## config.mk

```make
export PLATFORM = sky130hd
export DESIGN_NAME = instr_seq_dec_flat
export DESIGN_NICKNAME = d
export VERILOG_FILES = /design/src/rtl/instr_seq_dec_pkg.sv /design/src/rtl/instr_seq_dec_if.sv /design/src/rtl/instr_fields.sv /design/src/rtl/instr_seq_dec.sv /design/src/flat_wrapper.sv
export SDC_FILE = /design/constraint.sdc
export NUM_CORES = 1
export LEC_CHECK = 0
export ABC_AREA = 0
export CORE_AREA = 3 3 101 93
export DETAILED_ROUTE_END_ITERATION = 8
export DIE_AREA = 0 0 104 96
export DONT_BUFFER_PORTS = 1
export PLACE_DENSITY_LB_ADDON = 0.12
export SETUP_SLACK_MARGIN = 0.15
export SLEW_MARGIN = 20
export SYNTH_ARGS = -nofsm -noshare
export SYNTH_HDL_FRONTEND = slang
export SYNTH_SLANG_ARGS = --single-unit
```

## constraint.sdc

```tcl
create_clock -name clk -period 2.65 [get_ports clk]
set_clock_uncertainty 0.15 [all_clocks]
set_input_delay 0.1325 -clock clk [delete_from_list [all_inputs] [get_ports clk]]
set_output_delay 0.1325 -clock clk [all_outputs]
set_load 0.02 [all_outputs]
```

## src/rtl/instr_seq_dec_pkg.sv

```systemverilog
// rtl/instr_seq_dec_pkg.sv - shared codes, state encoding and helpers for the sequential decoder
package instr_seq_dec_pkg;

  localparam logic [1:0] FMT_ILL = 2'd0;
  localparam logic [1:0] FMT_I   = 2'd1;
  localparam logic [1:0] FMT_II  = 2'd2;
  localparam logic [1:0] FMT_J   = 2'd3;

  localparam logic [1:0] AS_REG  = 2'd0;
  localparam logic [1:0] AS_IDX  = 2'd1;
  localparam logic [1:0] AS_IND  = 2'd2;
  localparam logic [1:0] AS_AUTO = 2'd3;

  localparam logic [3:0] CG_R2 = 4'd2;
  localparam logic [3:0] CG_R3 = 4'd3;

  typedef enum logic [1:0] {
    S_FETCH   = 2'd0,
    S_SRC_EXT = 2'd1,
    S_DST_EXT = 2'd2,
    S_ISSUE   = 2'd3
  } state_t;

  // Extension-word counter: sticks at 2, never wraps.
  function automatic logic [1:0] sat_inc2(input logic [1:0] v);
    return (v >= 2'd2) ? 2'd2 : v + 2'd1;
  endfunction

endpackage

```

## src/rtl/instr_seq_dec_if.sv

```systemverilog
// rtl/instr_seq_dec_if.sv - fetch path and decoded-bundle handshake between fetch, decoder and execute
interface instr_seq_dec_if #(
  parameter int AW = 16,
  parameter int DW = 16
);
  logic          fetch_req;
  logic          fetch_ack;
  logic [DW-1:0] mdb_in;
  logic          pc_inc;
  logic          dec_valid;
  logic          dec_ready;
  logic [15:0]   ir;
  logic [1:0]    fmt;
  logic [1:0]    as_mode;
  logic          ad_mode;
  logic          bw;
  logic [3:0]    reg_sa;
  logic [3:0]    reg_da;
  logic [DW-1:0] src_ext;
  logic [DW-1:0] dst_ext;
  logic [1:0]    n_ext;
  logic          cg_hit;
  logic [AW-1:0] jmp_off;
  logic          illegal;

  modport master (
    input  fetch_ack, mdb_in, dec_ready,
    output fetch_req, pc_inc, dec_valid, ir, fmt, as_mode, ad_mode, bw,
           reg_sa, reg_da, src_ext, dst_ext, n_ext, cg_hit, jmp_off, illegal
  );

  modport slave (
    output fetch_ack, mdb_in, dec_ready,
    input  fetch_req, pc_inc, dec_valid, ir, fmt, as_mode, ad_mode, bw,
           reg_sa, reg_da, src_ext, dst_ext, n_ext, cg_hit, jmp_off, illegal
  );
endinterface

```

## src/rtl/instr_fields.sv

```systemverilog
// rtl/instr_fields.sv - combinational MSP430 opcode field extractor (requires AW >= 12)
module instr_fields
  import instr_seq_dec_pkg::*;
#(
  parameter int AW = 16
) (
  input  logic [15:0]   word,
  output logic [1:0]    fmt,
  output logic [1:0]    as_mode,
  output logic          ad,
  output logic          bw,
  output logic [3:0]    sa,
  output logic [3:0]    da,
  output logic          needs_src,
  output logic          needs_dst,
  output logic          cg_hit,
  output logic [AW-1:0] jmp_off
);

  always_comb begin
    fmt     = FMT_ILL;
    as_mode = AS_REG;
    ad      = 1'b0;
    bw      = 1'b0;
    sa      = 4'd0;
    da      = 4'd0;
    jmp_off = '0;
    if (word[15:14] != 2'b00) begin
      fmt     = FMT_I;
      sa      = word[11:8];
      ad      = word[7];
      bw      = word[6];
      as_mode = word[5:4];
      da      = word[3:0];
    end else if (word[15:13] == 3'b001) begin
      fmt     = FMT_J;
      jmp_off = {{(AW-11){word[9]}}, word[9:0], 1'b0};
    end else if (word[15:10] == 6'b000100) begin
      fmt     = FMT_II;
      sa      = word[3:0];
      da      = word[3:0];
      bw      = word[6];
      as_mode = word[5:4];
    end
    // Constant generator supplies the operand, so it never costs an extension word.
    cg_hit    = (fmt == FMT_I || fmt == FMT_II) &&
                (sa == CG_R3 || (sa == CG_R2 && (as_mode == AS_IND || as_mode == AS_AUTO)));
    needs_src = (fmt == FMT_I || fmt == FMT_II) && !cg_hit &&
                ((as_mode == AS_IDX && sa != CG_R3) || (as_mode == AS_AUTO && sa == 4'd0));
    needs_dst = (fmt == FMT_I) && ad;
  end

endmodule

```

## src/rtl/instr_seq_dec.sv

```systemverilog
// rtl/instr_seq_dec.sv - FSM that fetches an opcode plus extension words and issues a registered bundle
module instr_seq_dec
  import instr_seq_dec_pkg::*;
#(
  parameter int AW      = 16,
  parameter int DW      = 16,
  parameter int OUT_REG = 1
) (
  input logic               clk,
  input logic               rst_n,
  input logic               flush,
  instr_seq_dec_if.master   bus
);

  localparam logic DV_ON_ENTRY = (OUT_REG == 0);

  state_t        state;
  logic          need_dst;
  logic [DW-1:0] src_q, dst_q;

  logic [1:0]    f_fmt, f_as;
  logic          f_ad, f_bw, f_ns, f_nd, f_cg;
  logic [3:0]    f_sa, f_da;
  logic [AW-1:0] f_jmp;
  logic          take;

  instr_fields #(.AW(AW)) u_fields (
    .word      (bus.mdb_in[15:0]),
    .fmt       (f_fmt),
    .as_mode   (f_as),
    .ad        (f_ad),
    .bw        (f_bw),
    .sa        (f_sa),
    .da        (f_da),
    .needs_src (f_ns),
    .needs_dst (f_nd),
    .cg_hit    (f_cg),
    .jmp_off   (f_jmp)
  );

  assign take        = bus.fetch_req & bus.fetch_ack & ~flush;
  assign bus.pc_inc  = take;
  assign bus.src_ext = src_q;
  assign bus.dst_ext = dst_q;

  always_ff @(posedge clk) begin
    if (!rst_n) begin
      state         <= S_FETCH;
      need_dst      <= 1'b0;
      bus.fetch_req <= 1'b0;
      bus.dec_valid <= 1'b0;
      bus.ir        <= 16'd0;
      bus.fmt       <= FMT_ILL;
      bus.as_mode   <= AS_REG;
      bus.ad_mode   <= 1'b0;
      bus.bw        <= 1'b0;
      bus.reg_sa    <= 4'd0;
      bus.reg_da    <= 4'd0;
      src_q         <= '0;
      dst_q         <= '0;
      bus.n_ext     <= 2'd0;
      bus.cg_hit    <= 1'b0;
      bus.jmp_off   <= '0;
      bus.illegal   <= 1'b0;
    end else if (flush) begin
      state         <= S_FETCH;
      bus.fetch_req <= 1'b1;
      bus.dec_valid <= 1'b0;
    end else begin
      case (state)
        S_FETCH: begin
          bus.fetch_req <= 1'b1;
          if (take) begin
            bus.ir      <= bus.mdb_in[15:0];
            bus.fmt     <= f_fmt;
            bus.as_mode <= f_as;
            bus.ad_mode <= f_ad;
            bus.bw      <= f_bw;
            bus.reg_sa  <= f_sa;
            bus.reg_da  <= f_da;
            bus.cg_hit  <= f_cg;
            bus.jmp_off <= f_jmp;
            bus.illegal <= (bus.mdb_in[15:12] == 4'd0);
            src_q       <= '0;
            dst_q       <= '0;
            bus.n_ext   <= 2'd0;
            need_dst    <= f_nd;
            if (f_ns) begin
              state <= S_SRC_EXT;
            end else if (f_nd) begin
              state <= S_DST_EXT;
            end else begin
              state         <= S_ISSUE;
              bus.fetch_req <= 1'b0;
              bus.dec_valid <= DV_ON_ENTRY;
            end
          end
        end
        S_SRC_EXT: begin
          if (take) begin
            src_q     <= bus.mdb_in;
            bus.n_ext <= sat_inc2(bus.n_ext);
            if (need_dst) begin
              state <= S_DST_EXT;
            end else begin
              state         <= S_ISSUE;
              bus.fetch_req <= 1'b0;
              bus.dec_valid <= DV_ON_ENTRY;
            end
          end
        end
        S_DST_EXT: begin
          if (take) begin
            dst_q         <= bus.mdb_in;
            bus.n_ext     <= sat_inc2(bus.n_ext);
            state         <= S_ISSUE;
            bus.fetch_req <= 1'b0;
            bus.dec_valid <= DV_ON_ENTRY;
          end
        end
        S_ISSUE: begin
          // With the output stage enabled, valid rises one cycle after entering ISSUE.
          if (!bus.dec_valid) begin
            bus.dec_valid <= 1'b1;
          end else if (bus.dec_ready) begin
            state         <= S_FETCH;
            bus.fetch_req <= 1'b1;
            bus.dec_valid <= 1'b0;
          end
        end
      endcase
    end
  end

endmodule

```

## src/flat_wrapper.sv

```systemverilog
// flat-port wrapper written by rule: the top's interface ports become plain ports
module instr_seq_dec_flat import instr_seq_dec_pkg::*;
#(
  parameter int AW      = 16,
  parameter int DW      = 16,
  parameter int OUT_REG = 1
)
  (clk, rst_n, flush, bus_fetch_ack, bus_mdb_in, bus_dec_ready, bus_fetch_req, bus_pc_inc, bus_dec_valid, bus_ir, bus_fmt, bus_as_mode, bus_ad_mode, bus_bw, bus_reg_sa, bus_reg_da, bus_src_ext, bus_dst_ext, bus_n_ext, bus_cg_hit, bus_jmp_off, bus_illegal);
  instr_seq_dec_if #(.AW(AW), .DW(DW)) bus_i ();
  input logic clk;
  input logic rst_n;
  input logic flush;
  input wire logic [$bits(bus_i.fetch_ack)-1:0] bus_fetch_ack;
  input wire logic [$bits(bus_i.mdb_in)-1:0] bus_mdb_in;
  input wire logic [$bits(bus_i.dec_ready)-1:0] bus_dec_ready;
  output wire logic [$bits(bus_i.fetch_req)-1:0] bus_fetch_req;
  output wire logic [$bits(bus_i.pc_inc)-1:0] bus_pc_inc;
  output wire logic [$bits(bus_i.dec_valid)-1:0] bus_dec_valid;
  output wire logic [$bits(bus_i.ir)-1:0] bus_ir;
  output wire logic [$bits(bus_i.fmt)-1:0] bus_fmt;
  output wire logic [$bits(bus_i.as_mode)-1:0] bus_as_mode;
  output wire logic [$bits(bus_i.ad_mode)-1:0] bus_ad_mode;
  output wire logic [$bits(bus_i.bw)-1:0] bus_bw;
  output wire logic [$bits(bus_i.reg_sa)-1:0] bus_reg_sa;
  output wire logic [$bits(bus_i.reg_da)-1:0] bus_reg_da;
  output wire logic [$bits(bus_i.src_ext)-1:0] bus_src_ext;
  output wire logic [$bits(bus_i.dst_ext)-1:0] bus_dst_ext;
  output wire logic [$bits(bus_i.n_ext)-1:0] bus_n_ext;
  output wire logic [$bits(bus_i.cg_hit)-1:0] bus_cg_hit;
  output wire logic [$bits(bus_i.jmp_off)-1:0] bus_jmp_off;
  output wire logic [$bits(bus_i.illegal)-1:0] bus_illegal;
  assign bus_i.fetch_ack = bus_fetch_ack;
  assign bus_i.mdb_in = bus_mdb_in;
  assign bus_i.dec_ready = bus_dec_ready;
  assign bus_fetch_req = bus_i.fetch_req;
  assign bus_pc_inc = bus_i.pc_inc;
  assign bus_dec_valid = bus_i.dec_valid;
  assign bus_ir = bus_i.ir;
  assign bus_fmt = bus_i.fmt;
  assign bus_as_mode = bus_i.as_mode;
  assign bus_ad_mode = bus_i.ad_mode;
  assign bus_bw = bus_i.bw;
  assign bus_reg_sa = bus_i.reg_sa;
  assign bus_reg_da = bus_i.reg_da;
  assign bus_src_ext = bus_i.src_ext;
  assign bus_dst_ext = bus_i.dst_ext;
  assign bus_n_ext = bus_i.n_ext;
  assign bus_cg_hit = bus_i.cg_hit;
  assign bus_jmp_off = bus_i.jmp_off;
  assign bus_illegal = bus_i.illegal;
  instr_seq_dec #(.AW(AW), .DW(DW), .OUT_REG(OUT_REG)) u_core (.clk(clk), .rst_n(rst_n), .flush(flush), .bus(bus_i));
endmodule
```

======== After elaboration in Yosys (flattened, before gate mapping) ========
Index checks and enable logic that the tools add are counted.
word-level totals
  flip-flop bits (word level) ............. 87
  latch bits .............................. 0
  memory bits (writable) .................. 0
  bits in read-only memories .............. 0
  input port bits ......................... 21
  logic and storage cells ................. 127
  memories ................................ 0
operators by class
  add/subtract/negate cells ............... 1
  $mul .................................... 0
  divide/modulo/power cells ............... 0
  order comparisons ....................... 1
  equal/unequal tests ..................... 27
  shifts and indexed selects .............. 0
  muxes and demuxes ....................... 49
  bitwise logic cells ..................... 4
  reduce and logical (&&, ||, !) cells .... 28
operators by type and width
  kind                                                 number
  2-to-1 mux 16 bit                                    4
  one-hot mux 16 bit (2 select lines)                  2
  2-to-1 mux 2 bit                                     15
  2-to-1 mux 1 bit                                     20
  2-to-1 mux 4 bit                                     4
  != test 2 bit, second input constant                 7
  != test 3 bit, second input constant                 4
  AND reduction 4 bit                                  3
  equality test 2 bit, second input constant           5
  AND reduction 5 bit                                  2
  equality test 4 x 2 -> 1 bit, second input constant  2
  logical NOT 4 bit                                    2
  one-hot mux 1 bit (4 select lines)                   2
  one-hot mux 2 bit (4 select lines)                   1
  nonzero test 2 bit                                   4
  logical AND 1 bit                                    7
  equality test 2 x 1 -> 1 bit, second input constant  3
  equality test 6 x 3 -> 1 bit, second input constant  1
  AND reduction 6 bit                                  1
  logical OR 1 bit                                     4
  != test 2 x 1 -> 1 bit, second input constant        2
  != test 4 x 2 -> 1 bit, second input constant        1
  one-hot mux 2 bit (2 select lines)                   1
  OR reduction 2 bit                                   2
  9 further kinds                                      11

======== Longest topological paths before layout ========
  word-level depth ........................ 16
  mapped depth ............................ 9
  depth with buffers taken out ............ 7

======== Modules after synthesis ========
From an unflattened synthesis, not the netlist that was laid out.
unflattened totals
  cells, all modules ...................... 401
  area total of the unflattened synthesis .. 3644.7 µm²
by module, submodules not included
  module         times used  cells an instance  area each (µm²)
  instr_seq_dec  1           347                3290.7
  instr_fields   1           54                 354.1

======== Worst setup path before layout ========
Ideal clock, no wire load.
  kind .................................... register to register
  start point ............................. register u_core.bus.fetch_req
  end point ............................... register u_core.bus.jmp_off[14]
  library setup time ...................... 0.132 ns
  arrival ................................. 1.648 ns
  data required time ...................... 2.368 ns
  slack ................................... 0.720 ns
  cell stages (with the launch flop) ...... 8
  clock period less this slack ............ 1.930 ns
  path through ............................ dfxtp_1 -> and3b_1 -> clkbuf_1 -> buf_2 -> nand2_1 -> buf_2 -> o21ai_2 -> a21oi_1
between the ends
  cells in the longest elaborated chain, start to end .. 3
RTL lines
  item                                  RTL line                source
  start, declared                       instr_seq_dec_if.sv:28  output fetch_req, pc_inc, dec_valid, ir, fmt, as_mode, ad_mode, bw,
  start signal, assigned                instr_seq_dec.sv:50     bus.fetch_req <= 1'b0;
  start signal, assigned                instr_seq_dec.sv:67     bus.fetch_req <= 1'b1;
  start signal, assigned                instr_seq_dec.sv:72     bus.fetch_req <= 1'b1;
  bitwise AND 1 bit (2 in a row)        instr_seq_dec.sv:41     assign take = bus.fetch_req & bus.fetch_ack & ~flush;
  named net bus_pc_inc                  flat_wrapper.sv:17      output wire logic [$bits(bus_i.pc_inc)-1:0] bus_pc_inc;
  AND reduction 3 bit (no source line)  --
  end signal, assigned                  instr_seq_dec.sv:82     bus.jmp_off <= f_jmp;
  end, declared                         instr_seq_dec_if.sv:29  reg_sa, reg_da, src_ext, dst_ext, n_ext, cg_hit, jmp_off, illegal
The timed path passes the listed nets, and every way through them passes these cells.
A chain may end at the register's enable or synchronous reset.

======== Worst setup path after layout ========
  start point ............................. register u_core.bus.fetch_req
  end point ............................... register u_core.bus.cg_hit
between the ends
  cells in the longest elaborated chain, start to end .. 3
RTL lines
  item                                  RTL line                source
  bitwise AND 1 bit (2 in a row)        instr_seq_dec.sv:41
  AND reduction 3 bit (no source line)  --
  end signal, assigned                  instr_seq_dec.sv:81     bus.cg_hit <= f_cg;
  end, declared                         instr_seq_dec_if.sv:29
Every way passes these cells.

==> metrics.md <==
| Metric | Value |
|---|---|
| Outcome | complete, no violations |
| Peak supply drop | 0.000280 V |
| Clock tree sinks | 80 |
| Worst Path Max Fanout | 12 |
| Vias in the first global route | 2,543 |
| Critical R2R Launch | u_core.bus.fetch_req |
| Count of final setup violators | 0 |
| LEAKAGE | 1.35 nW |
| Commonest register cell after synthesis | dfxtp_1 |
| Post-Layout Cell Count | just over 500 |
| Initial drt markers | 160 |
| Number of synthesized register bits | 80 |
| Wire length per cell | 19.8 um |
| Area of the mapped netlist | 3360 um2 |
| Worst Tran Pin Value | 739 ps |
| Syn Area/Cell | 9.03 um2 |
| Worst Setup SP | u_core.bus.fetch_req |
| Critical Path Source Type | flop |
| RSZ-0062 raised after global routing | no |
| Max Cap Violations | 0 |
| Worst hold slack | approximately 75 ps |
| Post-Synthesis Cells | 372 |
| Nets | ~400 |
| Warnings, synthesis | 0 |
| Worst reg2reg path depth | 6 |
| CP required | 2730 ps |
| Multi-input logic area | 1570 um2 |
| 1st-pass router iterations | 4 |
| ANT cells | 0 |
| Register area share after synthesis | 47.7% |
| # placed instances | 462 |
| Total routing usage reported by global routing | 19.6% |
| H-Tree Depth | 3 |
| Number of remaining DRC errors | 0 |
| Insertion delay to the later sink of the worst-skew pair | ~340 ps |
| Top Metal Used | met5 |
| I/O pin count | 106 |
| Largest net degree at the start of global routing | 71 |
| Starting Density | 39.6% |
| Crit Reg-Reg Endpoint | u_core.bus.cg_hit |
| Setup TNS | 0 ps |
| Final min period | between 2000 and 2500 ps |
| Final Hold Viols | 0 |
| Worst-path clk slew | around 80 ps |
| WP data arrival | 2410 ps |
| Syn nets | 398 |
| FF+latch area | 1600 um2 |
| Grt ovf | 0 |
| Via count | between 2,000 and 3,000 |
| Flop2flop setup slack | 320 ps |
| Critical Path Sink | u_core.bus.cg_hit |
| Worst-case clock buffer depth | 2 |
| Final Max Tran Viols | 0 |
| Final antenna-violating net count | 0 |
| Wire length on met3 | 857 um |
| Fill cells | 837 |
| Netlist cell types | 45 |
| RePlAce Congestion | between 0.8 and 0.9 |
| Core region area | 8490 um2 |
| Rows | 32 |
| Met2 wire len | 4540 um |
| Vias/cell | about 5.3 |
| Share of cells above drive strength 1 | ~8.9% |
| Number of synthesized flops with an enable pin | 0 |
| Port buffer count | 0 |
| Die area | between 9000 and 10,000 um2 |
| CTS Root Cell | clkbuf_8 |
| Initial antenna violation count | 1 |
| Hold Path Class | input port to flop |
| Total CTS buffers | 9 |
| CP endpoint kind | flop |
| Die H | 96 um |
| Drt total wl | a little under 10,000 um |
| PwrDens | approximately 660 nW/um2 |
| Post-DP HPWL | roughly 6300 um |
| Clock tree from TritonCTS | yes |
| Fraction of registers with async set/reset | 0% |
| Metal-1 WL | 4480 um |
| Tcrit/Tclk final | 87.8% |
| Synth-to-Final Area Change | 16.1% |
| Worst relative slew slack | between 50 and 60% |
| Highest Clock Rate | 0.430 GHz |
| Resize count post-CTS | 0 |
| Chip width | about 100 um |
| Critical path class | flop to flop |
| First-pass GRT wire length | roughly 15,000 um |
## cells in the final DEF (no fill, tap or decap), types with 3 or more instances in the layout
cell / count
a21boi_0: 20
a21oi_1: 16
a22oi_1: 40
and2_1: 6
buf_4: 10
bufinv_16: 3
clkbuf_8: 10
dfxtp_1: 80
dlygate4sd3_1: 23
ha_1: 5
nand2_1: 56
nand3_1: 9
nor2_1: 11
nor2b_1: 44
nor3_1: 3
o211a_1: 4
o21ai_0: 5
## worst min path at each step
stage | slack (ps) | endpoint | from | cells after the start
detailed placement | 120 | u_core.need_dst | rst_n | 1
global placement | 110 | u_core.need_dst | rst_n | 1
floorplan | 130 | u_core.bus.ir[12] | bus_mdb_in[12] | 2
finish | 80 | u_core.bus.reg_sa[0] | bus_mdb_in[0] | 3
CTS | 30 | u_core.bus.reg_sa[0] | bus_mdb_in[12] | 3
global route | 70 | u_core.bus.reg_sa[0] | bus_mdb_in[0] | 3
## metrics by stage
stage	cell area [um2]	setup slack, ps	util (%)	power [mW]
global route	3900	200	45.9	2.69
finish	3900	323	45.9	2.58
global placement	3380	611	39.9	1.45
floorplan	3360	720	-	1.44
detailed placement	3380	522	39.9	1.45
CTS	3880	241	45.8	2.62
## critical path, cell delays in order, from the launching register on
cell and delay [ps]:
dfxtp_1 480, and3b_1 340, and2_1 250, buf_4 210
o211ai_1 100, o211a_1 130, dlygate4sd3_1 550
## kinds of logic after synthesis
family / count (synthesis) / synth area share, %
muxes: 2 / 0.596
adders and majority gates: 5 / 1.86
and+or+nand+nor: 146 / 22.8
AOI/OAI and AO/OA: 99 / 21.2
buffers and inverters: 39 / 5.66
other: 1 / 0.112
DFF: 80 / 47.7
## Yosys cell counts (6+ instances only)
master	number	share of area, %
nor2b_1	44	8.2
nor2_1	11	1.2
clkbuf_1	19	2.1
a21oi_1	16	2.4
a21boi_0	20	4.5
a22oi_1	40	8.9
buf_4	7	1.6
dfxtp_1	80	48
nand3_1	9	1.3
buf_2	8	1.2
nand2_1	56	6.3
and2_1	6	1.1
## sequential cells by signal, summed over array words and instances, names as in the netlist
register,cells
u_core.bus.dst_ext,16
u_core.bus.ir,16
u_core.bus.src_ext,16
u_core.bus.jmp_off,10
u_core.bus.reg_da,4
u_core.bus.reg_sa,4
u_core.bus.as_mode,2
u_core.bus.fmt,2
u_core.bus.n_ext,2
u_core.state,2
u_core.bus.bw,1
u_core.bus.cg_hit,1
u_core.bus.dec_valid,1
u_core.bus.fetch_req,1
u_core.bus.illegal,1
u_core.need_dst,1
## layout make-up
cell class                      instances  area share, %
Sequential cell                        80           41.1
Multi-Input combinational cell        253           40.2
Timing Repair Buffer                   34           8.54
Tap cell                              119           3.82
Clock buffer                           10           3.53
Clock inverter                          5           2.66
Inverter                                2          0.193
## routing by layer
layer	GRT usage [%]	vias up
li1	-	1296
met1	25.1	1277
met2	30.9	80
met3	9.26	8
met4	3.32	2
met5	0	-
## where the power goes
part	switching (mW)	internal, mW	leakage (nW)
Sequential	0.0525	1.23	0.647
Clock	0.435	0.648	0.123
Combinational	0.131	0.0871	0.583
Total	0.619	1.96	1.35
## what timing repair did
action                                  CTS  global route
setup buffers                             0             2
hold buffers                             24             0
endpoints found under the hold margin    80             0
endpoints found under the setup margin    0             1
Power figures use the tool's default switching activity.
